File: src/rtl/cr_iu_icache_inv_ctrl_if.sv
// Signal bundle between the IU special unit / icache invalidate port and the
// icache invalidate sequencer. "slave" is the sequencer, "master" its environment.
interface cr_iu_icache_inv_ctrl_if #(
  parameter int INDEX_W = 7
);
  logic               iu_inv_req;
  logic [1:0]         iu_inv_type;
  logic [31:0]        iu_inv_addr;
  logic               iu_inv_flush;
  logic               wb_inv_st_uncmplt;
  logic               cp0_icache_en;
  logic               inv_icache_req;
  logic [INDEX_W-1:0] inv_icache_index;
  logic               icache_inv_ack;
  logic               inv_iu_done;
  logic               inv_iu_busy;

  modport slave (
    input  iu_inv_req, iu_inv_type, iu_inv_addr, iu_inv_flush,
    input  wb_inv_st_uncmplt, cp0_icache_en, icache_inv_ack,
    output inv_icache_req, inv_icache_index, inv_iu_done, inv_iu_busy
  );

  modport master (
    output iu_inv_req, iu_inv_type, iu_inv_addr, iu_inv_flush,
    output wb_inv_st_uncmplt, cp0_icache_en, icache_inv_ack,
    input  inv_icache_req, inv_icache_index, inv_iu_done, inv_iu_busy
  );
endinterface

File: src/rtl/cr_iu_icache_inv_ctrl.sv
// Icache maintenance sequencer: drains stores, then invalidates one set
// (by-PA) or every set (fence.i / inv-all) and reports a 4-phase done.
module cr_iu_icache_inv_ctrl #(
  parameter int INDEX_W  = 7,
  parameter int LINE_OFF = 4
) (
  input  logic                     forever_cpuclk,
  input  logic                     cpurst_b,
  cr_iu_icache_inv_ctrl_if.slave   bus
);

  typedef enum logic [1:0] {
    ST_IDLE  = 2'd0,
    ST_DRAIN = 2'd1,
    ST_WALK  = 2'd2,
    ST_DONE  = 2'd3
  } state_e;

  localparam logic [1:0]         TYPE_ICALL = 2'b01;
  localparam logic [1:0]         TYPE_ICPA  = 2'b10;
  localparam logic [1:0]         TYPE_RSVD  = 2'b11;
  localparam logic [INDEX_W-1:0] IDX_LAST   = {INDEX_W{1'b1}};

  state_e             state_q, state_d;
  logic [INDEX_W-1:0] cnt_q, cnt_d;
  logic [1:0]         type_q, type_d;

  always_ff @(posedge forever_cpuclk or negedge cpurst_b) begin
    if (!cpurst_b) begin
      state_q <= ST_IDLE;
      cnt_q   <= '0;
      type_q  <= '0;
    end else begin
      state_q <= state_d;
      cnt_q   <= cnt_d;
      type_q  <= type_d;
    end
  end

  always_comb begin
    state_d = state_q;
    cnt_d   = cnt_q;
    type_d  = type_q;
    case (state_q)
      ST_IDLE: begin
        if (bus.iu_inv_req && !bus.iu_inv_flush) begin
          // Reserved encoding behaves as invalidate-all.
          type_d  = (bus.iu_inv_type == TYPE_RSVD) ? TYPE_ICALL : bus.iu_inv_type;
          cnt_d   = (bus.iu_inv_type == TYPE_ICPA)
                    ? bus.iu_inv_addr[LINE_OFF+INDEX_W-1:LINE_OFF] : '0;
          state_d = ST_DRAIN;
        end
      end
      ST_DRAIN: begin
        if (bus.iu_inv_flush) begin
          cnt_d   = '0;
          state_d = ST_IDLE;
        end else if (!bus.wb_inv_st_uncmplt) begin
          state_d = bus.cp0_icache_en ? ST_WALK : ST_DONE;
        end
      end
      ST_WALK: begin
        // Flush is deliberately ignored here: a partial walk would leave stale lines.
        if (bus.icache_inv_ack) begin
          if (type_q == TYPE_ICPA || cnt_q == IDX_LAST) begin
            state_d = ST_DONE;
          end else begin
            cnt_d = cnt_q + 1'b1;
          end
        end
      end
      ST_DONE: begin
        if (!bus.iu_inv_req || bus.iu_inv_flush) begin
          cnt_d   = '0;
          state_d = ST_IDLE;
        end
      end
      default: state_d = ST_IDLE;
    endcase
  end

  assign bus.inv_icache_req   = (state_q == ST_WALK);
  assign bus.inv_icache_index = cnt_q;
  assign bus.inv_iu_done      = (state_q == ST_DONE);
  assign bus.inv_iu_busy      = (state_q != ST_IDLE);

endmodule
File: src/flat_wrapper.sv
// flat-port wrapper written by rule: the top's interface ports become plain ports
module cr_iu_icache_inv_ctrl_flat 
#(
  parameter int INDEX_W  = 7,
  parameter int LINE_OFF = 4
)
  (forever_cpuclk, cpurst_b, bus_iu_inv_req, bus_iu_inv_type, bus_iu_inv_addr, bus_iu_inv_flush, bus_wb_inv_st_uncmplt, bus_cp0_icache_en, bus_icache_inv_ack, bus_inv_icache_req, bus_inv_icache_index, bus_inv_iu_done, bus_inv_iu_busy);
  cr_iu_icache_inv_ctrl_if #(.INDEX_W(INDEX_W)) bus_i ();
  input  logic forever_cpuclk;
  input  logic cpurst_b;
  input wire logic [$bits(bus_i.iu_inv_req)-1:0] bus_iu_inv_req;
  input wire logic [$bits(bus_i.iu_inv_type)-1:0] bus_iu_inv_type;
  input wire logic [$bits(bus_i.iu_inv_addr)-1:0] bus_iu_inv_addr;
  input wire logic [$bits(bus_i.iu_inv_flush)-1:0] bus_iu_inv_flush;
  input wire logic [$bits(bus_i.wb_inv_st_uncmplt)-1:0] bus_wb_inv_st_uncmplt;
  input wire logic [$bits(bus_i.cp0_icache_en)-1:0] bus_cp0_icache_en;
  input wire logic [$bits(bus_i.icache_inv_ack)-1:0] bus_icache_inv_ack;
  output wire logic [$bits(bus_i.inv_icache_req)-1:0] bus_inv_icache_req;
  output wire logic [$bits(bus_i.inv_icache_index)-1:0] bus_inv_icache_index;
  output wire logic [$bits(bus_i.inv_iu_done)-1:0] bus_inv_iu_done;
  output wire logic [$bits(bus_i.inv_iu_busy)-1:0] bus_inv_iu_busy;
  assign bus_i.iu_inv_req = bus_iu_inv_req;
  assign bus_i.iu_inv_type = bus_iu_inv_type;
  assign bus_i.iu_inv_addr = bus_iu_inv_addr;
  assign bus_i.iu_inv_flush = bus_iu_inv_flush;
  assign bus_i.wb_inv_st_uncmplt = bus_wb_inv_st_uncmplt;
  assign bus_i.cp0_icache_en = bus_cp0_icache_en;
  assign bus_i.icache_inv_ack = bus_icache_inv_ack;
  assign bus_inv_icache_req = bus_i.inv_icache_req;
  assign bus_inv_icache_index = bus_i.inv_icache_index;
  assign bus_inv_iu_done = bus_i.inv_iu_done;
  assign bus_inv_iu_busy = bus_i.inv_iu_busy;
  cr_iu_icache_inv_ctrl #(.INDEX_W(INDEX_W), .LINE_OFF(LINE_OFF)) u_core (.forever_cpuclk(forever_cpuclk), .cpurst_b(cpurst_b), .bus(bus_i));
endmodule
File: config.mk
export PLATFORM = sky130hd
export DESIGN_NAME = cr_iu_icache_inv_ctrl_flat
export DESIGN_NICKNAME = d
export VERILOG_FILES = /design/src/rtl/cr_iu_icache_inv_ctrl_if.sv /design/src/rtl/cr_iu_icache_inv_ctrl.sv /design/src/flat_wrapper.sv
export SDC_FILE = /design/constraint.sdc
export NUM_CORES = 1
export LEC_CHECK = 0
export CAP_MARGIN = 20
export CELL_PAD_IN_SITES_DETAIL_PLACEMENT = 1
export CELL_PAD_IN_SITES_GLOBAL_PLACEMENT = 1
export CORE_ASPECT_RATIO = 0.8
export CORE_MARGIN = 2
export CORE_UTILIZATION = 28
export DETAILED_ROUTE_END_ITERATION = 10
export GPL_TIMING_DRIVEN = 1
export PLACE_DENSITY = 0.93
export SYNTH_ARGS = -nofsm -noshare
export SYNTH_HDL_FRONTEND = slang
export SYNTH_SLANG_ARGS = --single-unit
File: constraint.sdc
create_clock -name forever_cpuclk -period 2.6 [get_ports forever_cpuclk]
set_input_delay 0.52 -clock forever_cpuclk [delete_from_list [all_inputs] [get_ports forever_cpuclk]]
set_output_delay 0.52 -clock forever_cpuclk [all_outputs]
set_load 0.01 [all_outputs]
==> metrics.yaml, run 1 <==
run_status:
  outcome: "complete, no violations"
synth:
  synth_largest_type_area_fraction: 0.331
  ys_ff_latch: 11
  most_frequent_cell_after_synthesis: "sky130_fd_sc_hd__dfrtp_1"
  cells_taking_the_most_area_after_synthesis: "sky130_fd_sc_hd__dfrtp_1 33%, sky130_fd_sc_hd__o211ai_1 4.5%, sky130_fd_sc_hd__nand2_1 4.1%"
  post_synth_instance_area_um2: 832
  async_reset_ff_frac: 1.00
  synth_ff_type: "sky130_fd_sc_hd__dfrtp_1"
  synth.net_count: 127
  syn_avg_cell_area_um2: 9.79
  synth_top_area_cell: "sky130_fd_sc_hd__dfrtp_1"
  synth_commonest_cells: "11 x sky130_fd_sc_hd__dfrtp_1, 9 x sky130_fd_sc_hd__nand2_1, 6 x sky130_fd_sc_hd__o21ai_0, 5 x sky130_fd_sc_hd__o211ai_1"
  yosysWarningCount: 0
  postSynthCellCount: 85
  synth-seq-area-share: 0.331
  synth-edff-count: 0
  netlist_cell_types: 37
clock_network:
  cts-htree-levels: 1
  cts_root_buf: "sky130_fd_sc_hd__clkbuf_8"
  cts_tree: "yes"
  total_clock_buffers_created_by_cts: 3
  clkTransAtPathRegs_ns: 0.05
  clock_tree.buffer_depth: 2
  post_cts_hold_buffer_count: 0
  post_cts.resized_instances: 0
  clock_sinks: 11
  cts_setup_buffers: 0
  insertion_delay_ns: 0.24
pwr:
  power.leakage_nw: 0.432
  switching_share: 0.411
  clock_power_share: 0.148
  internal-power_w: 0.000693
  vdd.ir_drop.worst_v: 0.000266
  power.combinational.fraction: 0.526
  power.share.sequential: 0.326
  netSwitchingPower_w: 0.000484
  report.power.total_w: 0.00118
  pd_cells_mw_per_mm2: 1010
timing:
  fmaxAchievable_mhz: 433
  max_slew.worst_pin.slew_ns: 0.546
  finalWorstSetupSlack_ns: 0.292
  maxSlewViolCount: 0
  worst_clock_skew_ns: 0.00387
  finalHoldViolCount: 0
  fin_crit_sh: 0.888
  finalSetupViolCount: 0
  hold-worst-slack_ns: 0.516
  post-route-min-period_ns: 2.31
  worst_slew_margin_rel: 0.635
  fin_setup_tns_ns: 0
  rsz0062_at_grt: "false"
worst_setup_path:
  timing.critical_path.cells: "nand2b_4 > inv_1 > clkdlybuf4s50_1"
  worst-r2r-cell-count: 4
  end_kind: "output port"
  critical-path-max-stage-delay_ns: 0.58
  worst-path-buf-inv: 2
  crit_slowest_cell: "sky130_fd_sc_hd__clkdlybuf4s50_1"
  r2r_end: "u_core.bus.inv_icache_index[0]"
  cp_data_required_time_ns: 2.08
  crit_path_max_fanout: 13
  rrSetupSlack_ns: 0.66
  critical_path.top_delay_family: "buffers and inverters"
  crit_path_start_kind: "register"
  critPathArrivalTime_ns: 1.79
  criticalPathCategory: "reg -> out"
  timing.critical_path.depth: 3
placed_design:
  dp_worst_setup_slack_ns: 0.244
  place_congestion: 0.832
  portBuffers: 25
  place.detailed.hpwl_um: 1980
floorplanning:
  placement_rows: 17
  chipWidth_um: 64.9
  coreArea_mm2: 0.00279
  io_pins: 51
  die-height_um: 52.8
  start_util: 0.299
  die-area_mm2: 0.00343
detailed_routing:
  detail-route-antenna-nets: 0
  wl_per_cell_um: 17.5
  detail_route.first_pass.iterations: 4
  routed_via_density: 5.38
  vias: 813
  detail_route.wirelength_um: 2640
  drc_errors: 0
  drt_iter0_drc: 33
layout:
  drive_gt1_frac: 0.142
  area_delta_synth_final_pct: 40.2
  final_net_count: 156
  insertedDiodeCount: 0
grt:
  maximum_number_of_pins_on_one_net_before_global_route_repair: 14
  grt_pass1_wl_um: 4250
  overall_track_demand_over_capacity_in_global_routing: 0.166
  antenna_found_initial: 0
  remaining_overflow_grt: 0
  first_global_vias: 894
hold_path:
  hp-start: "u_core.type_q[1]"
  hold-path-cell-count: 2
  min_path_type: "reg -> reg"
  min_to: "u_core.type_q[1]"
job:
  max_cap_violations: 0
sequential cells by signal, summed over array words and instances (netlist names), named ones only:
signal,count
u_core.state_q,1
u_core.bus.inv_icache_index,7
u_core.type_q,2
cell type report:
| type | count | area, um^2 |
|---|---|---|
| Clock buffer | 4 | 45.0 |
| Fill cell | 329 | 1620 |
| Inverter | 4 | 15.0 |
| Multi-Input combinational cell | 68 | 526 |
| Sequential cell | 11 | 275 |
| Tap cell | 38 | 47.5 |
| Timing Repair Buffer | 26 | 258 |
through the flow:
| stage | cells | utilization | instance area (um^2) |
|---|---|---|---|
| 2_1_floorplan | 85 | - | 832 |
| 5_1_grt | 151 | 0.419 | 1170 |
| 3_3_place_gp | 147 | 0.402 | 1120 |
| 6_report | 151 | 0.419 | 1170 |
| 4_1_cts | 151 | 0.419 | 1170 |
| 3_5_place_dp | 147 | 0.402 | 1120 |
power by group through the flow:
stage	logic, W	registers [W]	clock network, W
final	0.000619	0.000383	0.000174
after global routing	0.000670	0.000400	0.000191
after CTS	0.000625	0.000384	0.000181
after detailed placement	0.000620	0.000382	0
after global placement	0.000583	0.000371	0
after floorplan	0.000399	0.000342	0
cell families (layout without fill, tap and decap cells):
logic type                 Yosys count  after routing  synth area share
and+or+nand+nor                     35             35             0.292
buffers and inverters                6             34            0.0376
AOI/OAI and AO/OA                   29             29             0.275
DFF                                 11             11             0.331
muxes                                3              3            0.0496
adders and majority gates            1              1            0.0150
worst max path at each step:
stage	startpoint	to
floorplan	bus_iu_inv_flush	u_core.bus.inv_icache_index[0]
global placement	bus_iu_inv_flush	u_core.bus.inv_icache_index[1]
detailed placement	bus_iu_inv_flush	u_core.bus.inv_icache_index[0]
CTS	u_core.state_q[0]	bus_inv_icache_req
global route	register	bus_inv_icache_req
finish	u_core.state_q[0]	bus_inv_icache_req
per-layer routing:
| metal | global-route usage | routed length, um |
|---|---|---|
| met5 | 0 | 0 |
| met4 | 0.0496 | 49 |
| met3 | 0.0387 | 88 |
| met2 | 0.302 | 1410 |
| met1 | 0.195 | 1090 |
tightest hold or removal path: stages (launching register included):
cell and delay [ns]:
sky130_fd_sc_hd__dfrtp_1 0.35, sky130_fd_sc_hd__nand2_1 0.05, sky130_fd_sc_hd__o21ai_0 0.07
layout by cell type (no fill, tap or decap), types with 2 or more instances in the layout:
cell,synthesis,final
sky130_fd_sc_hd__nand2b_1,4,4
sky130_fd_sc_hd__nor3_1,2,2
sky130_fd_sc_hd__dfrtp_1,11,11
sky130_fd_sc_hd__or2_2,2,2
sky130_fd_sc_hd__o2bb2ai_1,3,3
sky130_fd_sc_hd__clkdlybuf4s50_1,0,25
sky130_fd_sc_hd__o21ai_0,6,6
sky130_fd_sc_hd__nand3_1,2,2
sky130_fd_sc_hd__a21oi_1,4,4
sky130_fd_sc_hd__and2_1,2,2
sky130_fd_sc_hd__nand4_1,2,2
sky130_fd_sc_hd__clkbuf_8,0,3
sky130_fd_sc_hd__nand2_1,9,9
sky130_fd_sc_hd__inv_1,4,4
sky130_fd_sc_hd__o211ai_1,5,5
sky130_fd_sc_hd__nand4b_1,3,3
sky130_fd_sc_hd__mux2_4,2,2
sky130_fd_sc_hd__a22o_1,2,2
sky130_fd_sc_hd__o41ai_1,2,2
Power figures use the tool's default switching activity.
==> inputs of run 2 (changes only) <==
==> constraint.sdc (replaced) <==
create_clock -name forever_cpuclk -period 2.6 [get_ports forever_cpuclk]
set_input_delay 0.65 -clock forever_cpuclk [delete_from_list [all_inputs] [get_ports forever_cpuclk]]
set_output_delay 0.65 -clock forever_cpuclk [all_outputs]
set_load 0.01 [all_outputs]
==> run 2 against run 1 <==
Sequential cell count did not move. Die area stayed put. Hold slack better by 0.0015 ns. Sequential power decreased by 5.2%. Largest cell class unchanged.
==> metrics.yaml, run 2 (same netlist as run 1, synthesis figures left out) <==
run_status:
  outcome: "complete, no violations"  # unchanged
timing:
  fmaxAchievable_mhz: 409  # was 433 MHz
  finalWorstSetupSlack_ns: 0.155  # was 0.292 ns
  worst_slew_margin_rel: 0.647  # was 0.635
  hold-worst-slack_ns: 0.517  # was 0.516 ns
  fin_crit_sh: 0.940  # was 0.888
  worst_clock_skew_ns: 0.00106  # was 0.00387 ns
  fin_setup_tns_ns: 0  # unchanged
  max_slew.worst_pin.slew_ns: 0.528  # was 0.546 ns
  maxSlewViolCount: 0  # unchanged
  rsz0062_at_grt: "false"  # unchanged
  finalHoldViolCount: 0  # unchanged
  finalSetupViolCount: 0  # unchanged
  post-route-min-period_ns: 2.45  # was 2.31 ns
detailed_routing:
  wl_per_cell_um: 18.0  # was 17.5 um
  detail-route-antenna-nets: 0  # unchanged
  detail_route.wirelength_um: 2780  # was 2640 um
  vias: 854  # was 813
  detail_route.first_pass.iterations: 4  # unchanged
  drt_iter0_drc: 67  # was 33
  routed_via_density: 5.55  # was 5.38
  drc_errors: 0  # unchanged
worst_setup_path:
  criticalPathCategory: "reg -> out"  # unchanged
  crit_slowest_cell: "sky130_fd_sc_hd__dfrtp_1"  # was sky130_fd_sc_hd__clkdlybuf4s50_1
  cp_data_required_time_ns: 1.95  # was 2.08 ns
  end_kind: "output port"  # unchanged
  rrSetupSlack_ns: 0.65  # was 0.66 ns
  worst-path-buf-inv: 2  # unchanged
  r2r_end: "u_core.bus.inv_icache_index[0]"  # unchanged
  crit_path_start_kind: "register"  # unchanged
  crit_path_max_fanout: 12  # was 13
  critical_path.top_delay_family: "buffers and inverters"  # unchanged
  critical-path-max-stage-delay_ns: 0.64  # was 0.58 ns
  worst-r2r-cell-count: 4  # unchanged
  critPathArrivalTime_ns: 1.80  # was 1.79 ns
  timing.critical_path.cells: "nand2b_4 > inv_1 > clkdlybuf4s50_1"  # unchanged
  timing.critical_path.depth: 3  # unchanged
layout:
  drive_gt1_frac: 0.164  # was 0.142
  final_net_count: 159  # was 156
  postLayoutCoreUtil: 0.427  # was 0.419
  area_delta_synth_final_pct: 42.9  # was 40.2%
  multi_input_area_um2: 526  # unchanged
  mostFrequentLayoutCell: "sky130_fd_sc_hd__clkdlybuf4s50_1"  # unchanged
  layout.cells.most_common_list: "25 x sky130_fd_sc_hd__clkdlybuf4s50_1, 11 x sky130_fd_sc_hd__dfrtp_1, 9 x sky130_fd_sc_hd__nand2_1"  # unchanged
  layout.area.seq_um2: 275  # unchanged
  insertedDiodeCount: 0  # unchanged
  count_of_fill_cells_added_during_filler_insertion: 318  # was 329
  largest_reg_flops: 7  # unchanged
placed_design:
  dp_worst_setup_slack_ns: 0.149  # was 0.244 ns
  place.detailed.hpwl_um: 2110  # was 1980 um
  portBuffers: 25  # unchanged
  place_congestion: 0.846  # was 0.832
clock_network:
  cts_root_buf: "sky130_fd_sc_hd__clkbuf_8"  # unchanged
  cts_setup_buffers: 0  # unchanged
  clkTransAtPathRegs_ns: 0.06  # was 0.05 ns
  insertion_delay_ns: 0.24  # about the same
  post_cts.resized_instances: 0  # unchanged
  clock_tree.buffer_depth: 2  # unchanged
  total_clock_buffers_created_by_cts: 3  # unchanged
  clock_sinks: 11  # unchanged
  cts_tree: "yes"  # unchanged
  cts-htree-levels: 1  # unchanged
  post_cts_hold_buffer_count: 0  # unchanged
pwr:
  power.leakage_nw: 0.447  # was 0.432 nW
  report.power.total_w: 0.00122  # was 0.00118 W
  vdd.ir_drop.worst_v: 0.000329  # was 0.000266 V
  pd_cells_mw_per_mm2: 1020  # was 1010 mW/mm^2
floorplanning:
  die-area_mm2: 0.00343  # unchanged
  coreArea_mm2: 0.00279  # unchanged
  die-height_um: 52.8  # unchanged
  chipWidth_um: 64.9  # unchanged
  start_util: 0.299  # unchanged
  placement_rows: 17  # unchanged
  io_pins: 51  # unchanged
grt:
  maximum_number_of_pins_on_one_net_before_global_route_repair: 13  # was 14
  antenna_found_initial: 0  # unchanged
  first_global_vias: 878  # was 894
  top_usage_layer: "met2"  # unchanged
  gr-usage-met3: 0.0301  # was 0.0387
  remaining_overflow_grt: 0  # unchanged
  grt_pass1_wl_um: 4400  # was 4250 um
  overall_track_demand_over_capacity_in_global_routing: 0.173  # was 0.166
  groute.layer.met1.usage: 0.208  # was 0.195
  global_route.usage.met2: 0.321  # was 0.302
hold_path:
  min_to: "u_core.type_q[0]"  # was u_core.type_q[1]
  hold-path-cell-count: 1  # was 2
  min_path_type: "reg -> reg"  # unchanged
  hp-start: "u_core.type_q[0]"  # was u_core.type_q[1]
job:
  max_cap_violations: 0  # unchanged
run 2: cell count changes in the layout (fill, tap and decap cells not counted), sizes merged:
cell	change
buf	+3
run 2: layout make-up:
type / instances / area share
Multi-Input combinational cell: 68 / 0.442
Timing Repair Buffer: 29 / 0.236
Sequential cell: 11 / 0.232
Tap cell: 38 / 0.0400
Clock buffer: 4 / 0.0379
Inverter: 4 / 0.0126
run 2: worst max path at each step:
stage,slack [ns],startpoint,to
floorplan,0.77,bus_iu_inv_flush,u_core.bus.inv_icache_index[0]
global placement,0.21,bus_iu_inv_req,u_core.bus.inv_icache_index[1]
detailed placement,0.15,bus_iu_inv_req,u_core.bus.inv_icache_index[0]
CTS,0.19,register,bus_inv_icache_req
global route,0.11,register,bus_inv_icache_req
finish,0.15,register,bus_inv_icache_req
run 2: worst reg2reg max path, cell delays in order, from the launching register on:
cell	delay, ns
sky130_fd_sc_hd__dfrtp_1	0.55
sky130_fd_sc_hd__or4b_4	0.67
sky130_fd_sc_hd__nand2_4	0.15
sky130_fd_sc_hd__o21a_4	0.16
sky130_fd_sc_hd__mux2_4	0.30
run 2: metrics by stage:
stage | area, um^2 | std cells
after floorplan | 832 | 85
after global placement | 1140 | 150
after detailed placement | 1140 | 150
after CTS | 1190 | 154
after global routing | 1190 | 154
final | 1190 | 154
run 2: report_power, final:
| part | leakage (nW) | internal (W) | total, W | switching (W) |
|---|---|---|---|---|
| Sequential | 0.146 | 0.000246 | 0.000363 | 0.000117 |
| Combinational | 0.279 | 0.000355 | 0.000672 | 0.000317 |
| Clock | 0.0228 | 0.000108 | 0.000183 | 0.0000743 |
| Total | 0.447 | 0.000710 | 0.00122 | 0.000508 |
run 2: routing by layer:
metal,vias to the layer above,part of all wire
met2,30,0.53
met1,424,0.41
li1,394,-
met3,6,0.047
met4,0,0.017
met5,-,0
==> inputs of run 3 (changes only) <==
CORE_UTILIZATION = 24   (was 28)
CTS_BUF_LIST = sky130_fd_sc_hd__clkbuf_4 sky130_fd_sc_hd__clkbuf_8   (was default)
PLACE_DENSITY = 0.85   (was 0.93)
clock period = 2.18 ns   (was 2.6 ns; I/O delays follow)
==> run 3 against run 2 <==
Power is 21% higher. Combinational power is 22% higher. Register-to-register slack worse by 0.27 ns. Largest cell class unchanged. Largest power group unchanged.
==> metrics.yaml, run 3 (same netlist as run 1, synthesis figures left out) <==
clock_network:
  clock_sinks: 11  # unchanged
  clock_tree.buffer_depth: 2  # unchanged
  post_cts_hold_buffer_count: 0  # unchanged
  clkTransAtPathRegs_ns: 0.05  # was 0.06 ns
  cts-htree-levels: 1  # unchanged
  insertion_delay_ns: 0.23  # was 0.24 ns
  cts_root_buf: "sky130_fd_sc_hd__clkbuf_8"  # unchanged
  cts_tree: "yes"  # unchanged
  total_clock_buffers_created_by_cts: 3  # unchanged
  cts_setup_buffers: 0  # unchanged
  post_cts.resized_instances: 1  # was 0
layout:
  area_delta_synth_final_pct: 48.6  # was 42.9%
  layout.cells.most_common_list: "24 x sky130_fd_sc_hd__clkdlybuf4s50_1, 9 x sky130_fd_sc_hd__nand2_1, 9 x sky130_fd_sc_hd__dfrtp_1"  # was 25 x sky130_fd_sc_hd__clkdlybuf4s50_1, 11 x sky130_fd_sc_hd__dfrtp_1, 9 x sky130_fd_sc_hd__nand2_1
  insertedDiodeCount: 0  # unchanged
  largest_reg_flops: 7  # unchanged
  drive_gt1_frac: 0.225  # was 0.164
  mostFrequentLayoutCell: "sky130_fd_sc_hd__clkdlybuf4s50_1"  # unchanged
  final_net_count: 163  # was 159
  fin_cells: 162  # was 154
floorplanning:
  die-height_um: 56.7  # was 52.8 um
  chipWidth_um: 69.8  # was 64.9 um
  coreArea_mm2: 0.00338  # was 0.00279 mm^2
  io_pins: 51  # unchanged
  placement_rows: 19  # was 17
  die-area_mm2: 0.00396  # was 0.00343 mm^2
  start_util: 0.246  # was 0.299
grt:
  groute.layer.met1.usage: 0.170  # was 0.208
  overall_track_demand_over_capacity_in_global_routing: 0.132  # was 0.173
  first_global_vias: 891  # was 878
  global_route.usage.met2: 0.220  # was 0.321
  remaining_overflow_grt: 0  # unchanged
  maximum_number_of_pins_on_one_net_before_global_route_repair: 12  # was 13
  grt_pass1_wl_um: 4180  # was 4400 um
  gr-usage-met3: 0.0180  # was 0.0301
  antenna_found_initial: 0  # unchanged
  top_usage_layer: "met2"  # unchanged
placed_design:
  place.detailed.hpwl_um: 1950  # was 2110 um
  dp_cells: 158  # was 150
  portBuffers: 25  # unchanged
  place_congestion: 0.824  # was 0.846
timing:
  rsz0062_at_grt: "false"  # unchanged
  finalSetupViolCount: 0  # unchanged
  fin_crit_sh: 0.958
  finalHoldViolCount: 0  # unchanged
  worst_slew_margin_rel: 0.661  # was 0.647
  fin_setup_tns_ns: 0  # unchanged
  maxSlewViolCount: 0  # unchanged
  fmaxAchievable_mhz: 479
  post-route-min-period_ns: 2.09
  max_slew.worst_pin.slew_ns: 0.507  # was 0.528 ns
  worst_clock_skew_ns: 0.00108  # was 0.00106 ns
run_status:
  outcome: "complete, no violations"  # unchanged
hold_path:
  min_path_type: "reg -> reg"  # unchanged
  hp-start: "u_core.type_q[1]"  # was u_core.type_q[0]
worst_setup_path:
  critPathArrivalTime_ns: 1.54  # was 1.80 ns
  critical_path.top_delay_family: "buffers and inverters"  # unchanged
  crit_slowest_cell: "sky130_fd_sc_hd__clkdlybuf4s50_1"  # was sky130_fd_sc_hd__dfrtp_1
  crit_path_start_kind: "register"  # unchanged
  critical_path.startpoint: "u_core.state_q[0]"
  crit_path_max_fanout: 6  # was 12
  worst-path-buf-inv: 2  # unchanged
  critical-path-max-stage-delay_ns: 0.55  # was 0.64 ns
  end_kind: "output port"  # unchanged
  cp_data_required_time_ns: 1.63  # was 1.95 ns
  criticalPathCategory: "reg -> out"  # unchanged
  worst_r2r_startpoint: "u_core.state_q[0]"
  timing.critical_path.cells: "nand2b_4 > clkinvlp_4 > clkdlybuf4s50_1"  # was nand2b_4 > inv_1 > clkdlybuf4s50_1
detailed_routing:
  vias: 835  # was 854
  wl_per_cell_um: 15.2  # was 18.0 um
  routed_via_density: 5.15  # was 5.55
  detail_route.first_pass.iterations: 4  # unchanged
  drt_iter0_drc: 30  # was 67
  drc_errors: 0  # unchanged
  detail_route.wirelength_um: 2460  # was 2780 um
  detail-route-antenna-nets: 0  # unchanged
pwr:
  report.power.total_w: 0.00147  # was 0.00122 W
  vdd.ir_drop.worst_v: 0.000321  # was 0.000329 V
  power.leakage_nw: 0.469  # was 0.447 nW
  pd_cells_mw_per_mm2: 1190  # was 1020 mW/mm^2
job:
  max_cap_violations: 0  # unchanged
run 3: per-stage QoR:
stage                      util  hold slack, ns  worst slack (ns)  instance area [um^2]
after global routing      0.366           0.548            0.0344                  1240
after global placement    0.349           0.467           -0.0254                  1180
after detailed placement  0.349           0.505           -0.0325                  1180
after floorplan               -           0.249             0.451                   832
final                     0.366           0.513            0.0906                  1240
after CTS                 0.364           0.519           0.00442                  1230
run 3: cell type report:
class	instances	area, um^2
well taps	42	52.6
flip-flops and latches	11	278
repair buffers	33	313
multi-input cells	68	526
clock buffers	4	48.8
fillers	400	2140
inverters	4	18.8
run 3: path summary, 6_finish.rpt:
path,to,slack [ns],cells after the start
max,bus_inv_icache_req,0.09,3
min,u_core.type_q[1],0.51,2
max reg2reg,u_core.bus.inv_icache_index[0],0.38,5
min reg2reg,u_core.type_q[1],0.51,2
max in group asynchronous,async pin,1.16,1
min in group asynchronous,u_core.type_q[1],0.65,1
run 3: tightest hold or removal path: cells and delay by family (launching register included):
kind | cells | cell delay, ns
AOI/OAI and AO/OA | 1 | 0.07
and+or+nand+nor | 1 | 0.05
DFF | 1 | 0.35
run 3: power by group:
| part | total, W | internal (W) | switching, W |
|---|---|---|---|
| sequential | 0.000437 | 0.000298 | 0.000139 |
| combinational | 0.000818 | 0.000456 | 0.000362 |
| clock | 0.000218 | 0.000141 | 0.0000766 |
run 3: layer usage:
metal / share of wire / wire length (um)
met1: 0.45 / 1110
met2: 0.51 / 1260
met3: 0.027 / 66
met4: 0.0085 / 21
met5: 0 / 0
